$ cat src/rtl/stage2_window_gen_pkg.sv
// rtl/stage2_window_gen_pkg.sv - shared stage-2 geometry and pixel width
package stage2_window_gen_pkg;

  localparam int ST2_KX       = 5;
  localparam int ST2_KY       = 5;
  localparam int ST2_Conv_IBW = 20;
  localparam int ST2_IW       = 12;
  localparam int ST2_IH       = 12;

endpackage

$ cat src/rtl/stage2_line_buffer.sv
// rtl/stage2_line_buffer.sv - one-row pixel delay, RAM-inferable, no reset on storage
module stage2_line_buffer #(
  parameter int DEPTH = 12,
  parameter int BW    = 20
) (
  input  logic          clk,
  input  logic          reset_n,
  input  logic          i_en,
  input  logic [BW-1:0] i_data,
  output logic [BW-1:0] o_data
);

  localparam int AW = (DEPTH > 1) ? $clog2(DEPTH) : 1;

  logic [BW-1:0] mem_q [DEPTH];
  logic [AW-1:0] ptr_q, ptr_d;

  // Read-before-write at the same slot gives exactly DEPTH accepted pixels of delay.
  assign o_data = mem_q[ptr_q];

  always_comb begin
    ptr_d = ptr_q;
    if (i_en) begin
      ptr_d = (ptr_q == AW'(DEPTH - 1)) ? '0 : ptr_q + 1'b1;
    end
  end

  always_ff @(posedge clk or negedge reset_n) begin
    if (!reset_n) begin
      ptr_q <= '0;
    end else begin
      ptr_q <= ptr_d;
    end
  end

  always_ff @(posedge clk) begin
    if (i_en) begin
      mem_q[ptr_q] <= i_data;
    end
  end

endmodule

$ cat src/rtl/stage2_window_gen.sv
// rtl/stage2_window_gen.sv - streaming KXxKY sliding-window generator feeding stage2_cnn_kernel
module stage2_window_gen
  import stage2_window_gen_pkg::*;
#(
  parameter int IW  = ST2_IW,
  parameter int IH  = ST2_IH,
  parameter int KX  = ST2_KX,
  parameter int KY  = ST2_KY,
  parameter int IBW = ST2_Conv_IBW
) (
  input  logic                  clk,
  input  logic                  reset_n,
  input  logic                  i_clear,
  input  logic                  i_in_valid,
  input  logic [IBW-1:0]        i_in_fmap,
  output logic                  o_ot_valid,
  output logic [KX*KY*IBW-1:0]  o_ot_fmap,
  output logic                  o_frame_done
);

  localparam int CW = (IW > 1) ? $clog2(IW) : 1;
  localparam int RW = (IH > 1) ? $clog2(IH) : 1;
  localparam int WW = KX * KY * IBW;

  logic          accept;
  logic [CW-1:0] col_q, col_d;
  logic [RW-1:0] row_q, row_d;
  logic          col_last, row_last, emit, frame_end;
  logic [WW-1:0] win_q, win_d, fmap_q;
  logic          valid_q, done_q;

  // lb_data[k] is the pixel at the current column from k rows earlier.
  logic [IBW-1:0] lb_data [KY];

  assign accept    = i_in_valid & ~i_clear;
  assign col_last  = (col_q == CW'(IW - 1));
  assign row_last  = (row_q == RW'(IH - 1));
  assign emit      = accept & (row_q >= RW'(KY - 1)) & (col_q >= CW'(KX - 1));
  assign frame_end = accept & row_last & col_last;

  assign lb_data[0] = i_in_fmap;

  for (genvar k = 0; k < KY - 1; k++) begin : g_lb
    stage2_line_buffer #(
      .DEPTH (IW),
      .BW    (IBW)
    ) u_line_buffer (
      .clk     (clk),
      .reset_n (reset_n),
      .i_en    (accept),
      .i_data  (lb_data[k]),
      .o_data  (lb_data[k+1])
    );
  end

  always_comb begin
    col_d = col_q;
    row_d = row_q;
    if (i_clear) begin
      col_d = '0;
      row_d = '0;
    end else if (i_in_valid) begin
      if (col_last) begin
        col_d = '0;
        row_d = row_last ? '0 : row_q + 1'b1;
      end else begin
        col_d = col_q + 1'b1;
      end
    end
  end

  // Rows shift left; the rightmost column takes the newest pixel (bottom) and line-buffer taps above it.
  always_comb begin
    win_d = win_q;
    if (accept) begin
      for (int y = 0; y < KY; y++) begin
        for (int x = 0; x < KX; x++) begin
          if (x < KX - 1) begin
            win_d[(y*KX+x)*IBW +: IBW] = win_q[(y*KX+x+1)*IBW +: IBW];
          end else begin
            win_d[(y*KX+x)*IBW +: IBW] = lb_data[KY-1-y];
          end
        end
      end
    end
  end

  always_ff @(posedge clk or negedge reset_n) begin
    if (!reset_n) begin
      col_q   <= '0;
      row_q   <= '0;
      win_q   <= '0;
      fmap_q  <= '0;
      valid_q <= 1'b0;
      done_q  <= 1'b0;
    end else begin
      col_q   <= col_d;
      row_q   <= row_d;
      win_q   <= win_d;
      valid_q <= emit;
      done_q  <= frame_end;
      if (emit) begin
        fmap_q <= win_d;
      end
    end
  end

  assign o_ot_valid   = valid_q;
  assign o_ot_fmap    = fmap_q;
  assign o_frame_done = done_q;

endmodule

$ cat config.mk
export PLATFORM = sky130hd
export DESIGN_NAME = stage2_window_gen
export DESIGN_NICKNAME = d
export VERILOG_FILES = /design/src/rtl/stage2_window_gen_pkg.sv /design/src/rtl/stage2_line_buffer.sv /design/src/rtl/stage2_window_gen.sv
export SDC_FILE = /design/constraint.sdc
export NUM_CORES = 2
export LEC_CHECK = 0
export CORE_MARGIN = 2
export CORE_UTILIZATION = 45
export CTS_CLUSTER_SIZE = 30
export DETAILED_ROUTE_END_ITERATION = 8
export PLACE_DENSITY = 0.6
export SLEW_MARGIN = 10
export SYNTH_ARGS = -nofsm -noshare
export SYNTH_HDL_FRONTEND = slang
export SYNTH_SLANG_ARGS = --single-unit
export TNS_END_PERCENT = 10
$ cat constraint.sdc
create_clock -name clk -period 7.4 [get_ports clk]
set_input_delay 1.11 -clock clk [delete_from_list [all_inputs] [get_ports clk]]
set_output_delay 1.11 -clock clk [all_outputs]
set_load 0.02 [all_outputs]
==> out/qor.yml <==
post_drt_wl_per_cell_um: 22.2
io_buffers: 525
avgSynthCellArea_um2: 15.1
rrSetupSlack_ns: 3.44
gp_congestion: 0.763
synth_edf_count: 960
drive_gt1_frac: 0.127
num_rows: 150
synth-async-reset-ratio: 0.517
worstRegToRegCells: 5
drc: 0
r2r-end: "g_lb[3].u_line_buffer.mem_q[11][14]"
synthFlopType: "dfrtp_1"
yosys_warnings: 0
worst-slew-pin-transition_ns: 1.25
syn_inst: 4997
cp_max_fo: 124
critPathLaunchType: "input pin"
p_leak_uw: 0.0383
p_per_area_mw_per_mm2: 339
syn_nets: 5039
synth_top_cell_by_area: "edfxtp_1"
critPathCaptureType: "register"
initial_utilization: 0.452
relSlewSlack: 0.166
rsz0062_at_grt: "no"
clock_sinks: 1986
routed_wl_um: 177000
grt_pass1_wl_um: 266000
synth_top_area_share: 0.383
io_pins: 526
post_cts_resized: 0
path_buf_inv: 3
setup_viol: 0
arrival_ns: 5.08
dieWidth_um: 413
gr-total-overflow: 0
drt_iter0_markers: 3427
min_path_type: "in2async"
status: "finished, final reports clean"
critical_path.slowest_cell: "or3_4"
grt_usage: 0.207
vias: 41300
postCtsSetupRepairBufs: 0
r2r-start: "g_lb[2].u_line_buffer.ptr_q[1]"
hold_violations: 0
dp_hpwl_um: 111000
path_clk_slew_ns: 0.06
core-area_mm2: 0.167
cts-root-buf: "clkbuf_16"
vdd_ir_drop_max_v: 0.000243
grt_max_degree: 184
nets: 5629
period_minus_slack_ns: 4.40
postCtsHoldBufs: 0
die_h_um: 413
worstPathRequired_ns: 8.08
cpPeakStageDelay_ns: 0.80
crit_family: "buffers and inverters"
dr.pass1.iters: 5
postRouteAntennaNets: 0
synth_area_leaders: "edfxtp_1, dfrtp_1, nand2_1, mux2_1, mux4_2"
die_area_mm2: 0.171
post_drt_via_cell_ratio: 5.19
ys_ff_latch: 1986
first_global_vias: 41600
h-tree-depth: 4
synth_area_mm2: 0.0753
clk_latency_ns: 0.82
critPathKind: "in2reg"
fillCellCount: 13700
finalCritPeriodShare: 0.595
fin_skew_ns: 0.0305
tns_ns: 0
synthDistinctLibCells: 41
ys_seq_area_frac: 0.723
cts_made_buffers: 200
area_growth_pct: 18.9
worstPathCellList: "clkdlybuf4s50_1 -> nand2b_4 -> or3_4 -> clkinv_16 -> buf_12 -> mux2_1"
clock_path_buffers: 3
cap_violations: 0
cts_tree: "done"
antenna_found_initial: 13
maxSlewViolCount: 0
fmaxAchievable_mhz: 227
utilization: 0.537
-- cell usage after synthesis, types with 4 or more instances --
cell and number:
dfrtp_1 1026, buf_12 4, a22o_1 4, a21o_1 6, mux4_2 180, buf_2 42, o21ai_0 175, nor2_1 21
and3_1 18, and2_1 11, nor3b_1 4, a21oi_1 4, o22ai_1 60, clkbuf_1 162, buf_8 39, nor3_1 30
ha_1 18, mux2i_1 185, mux2_2 93, edfxtp_1 960, inv_1 71, nand2_1 1444, mux2_1 389, buf_1 18
buf_4 4
-- flip-flops by register name, summed over array words and instances, names as in the netlist --
signal                    count
row_q                         4
win_q                       500
g_lb.u_line_buffer.ptr_q     16
g_lb.u_line_buffer.mem_q    960
o_frame_done                  1
col_q                         4
o_ot_fmap                   500
o_ot_valid                    1
-- cell usage in the layout (no fill, tap or decap), types with 4 or more instances in the layout --
| cell type | netlist | layout |
|---|---|---|
| clkbuf_8 | 0 | 40 |
| ha_1 | 18 | 18 |
| mux2_2 | 93 | 93 |
| edfxtp_1 | 960 | 960 |
| buf_4 | 4 | 125 |
| clkbuf_16 | 0 | 207 |
| dfrtp_2 | 0 | 4 |
| nand2_1 | 1444 | 1444 |
| nor2_1 | 21 | 21 |
| and3_1 | 18 | 18 |
| a21oi_1 | 4 | 4 |
| buf_12 | 4 | 9 |
| mux4_2 | 180 | 180 |
| o22ai_1 | 60 | 60 |
| clkbuf_1 | 162 | 62 |
| clkdlybuf4s50_1 | 0 | 524 |
| bufinv_16 | 0 | 9 |
| clkinv_2 | 0 | 29 |
| nor3_2 | 0 | 7 |
| clkinvlp_4 | 0 | 4 |
| mux2i_1 | 185 | 185 |
| mux2_1 | 389 | 389 |
| a21o_1 | 6 | 6 |
| o21ai_0 | 175 | 175 |
| clkinv_1 | 0 | 13 |
| dfrtp_1 | 1026 | 1018 |
| inv_1 | 71 | 71 |
| and2_1 | 11 | 11 |
| a22o_1 | 4 | 4 |
| dfrtp_4 | 0 | 4 |
| nor3_1 | 30 | 23 |
-- power breakdown --
part           leakage [uW]  internal, uW  switching, uW
combinational        0.0127          2030           3790
sequential           0.0223         13800            815
clock               0.00323          5840           4140
-- metal layers --
| metal | track usage | routed length [um] | vias up |
|---|---|---|---|
| li1 | - | - | 18900 |
| met1 | 0.284 | 77200 | 21400 |
| met3 | 0.0348 | 8160 | 211 |
| met5 | 0 | 37 | - |
| met2 | 0.342 | 87800 | 867 |
| met4 | 0.0574 | 3910 | 6 |
-- per-stage QoR --
stage | worst slack, ns | hold WS (ns) | cells | area, um2 | power [uW]
finish | 3.00 | 0.281 | 7963 | 89600 | 30400
global route | 2.84 | 0.312 | 7961 | 89600 | 31800
CTS | 3.19 | 0.308 | 7961 | 89600 | 30800
detailed placement | 2.30 | 0.457 | 7589 | 83000 | 20800
global placement | 2.33 | 0.451 | 7589 | 83000 | 20600
floorplan | 2.87 | 0.436 | 4997 | 75300 | 18100
-- cells by family (layout without fill, tap and decap cells) --
| logic type | Yosys count | after routing | share of synthesized area |
|---|---|---|---|
| DFF | 1986 | 1986 | 0.723 |
| and+or+nand+nor | 1551 | 1551 | 0.0801 |
| muxes | 847 | 847 | 0.150 |
| buffers and inverters | 343 | 1103 | 0.0249 |
| AOI/OAI and AO/OA | 252 | 252 | 0.0182 |
| adders and majority gates | 18 | 18 | 0.00299 |
| other | 0 | 2 | 0 |
-- worst max path at each step --
stage,from,end,slack [ns],cells past startpoint
after global placement,i_clear,o_ot_fmap[308],2.33,6
after detailed placement,i_clear,o_ot_fmap[302],2.30,6
after global routing,i_clear,o_ot_fmap[450],2.84,6
after CTS,i_clear,o_ot_fmap[257],3.19,6
final,i_clear,o_ot_fmap[455],3.00,6
after floorplan,i_clear,g_lb[1].u_line_buffer.mem_q[0][0],2.87,6
-- cell type report --
cell class	instances	area (um2)	share of cell area
sequential	1986	54500	0.609
multi-input combinational	2668	19000	0.213
timing repair buffer	659	6380	0.0712
clock buffer	309	5960	0.0666
tap	2204	2760	0.0308
clock inverter	63	612	0.00683
inverter	72	297	0.00331
antenna	2	5.00	0.0000559
Note: power is estimated with default switching activity, not from simulation.
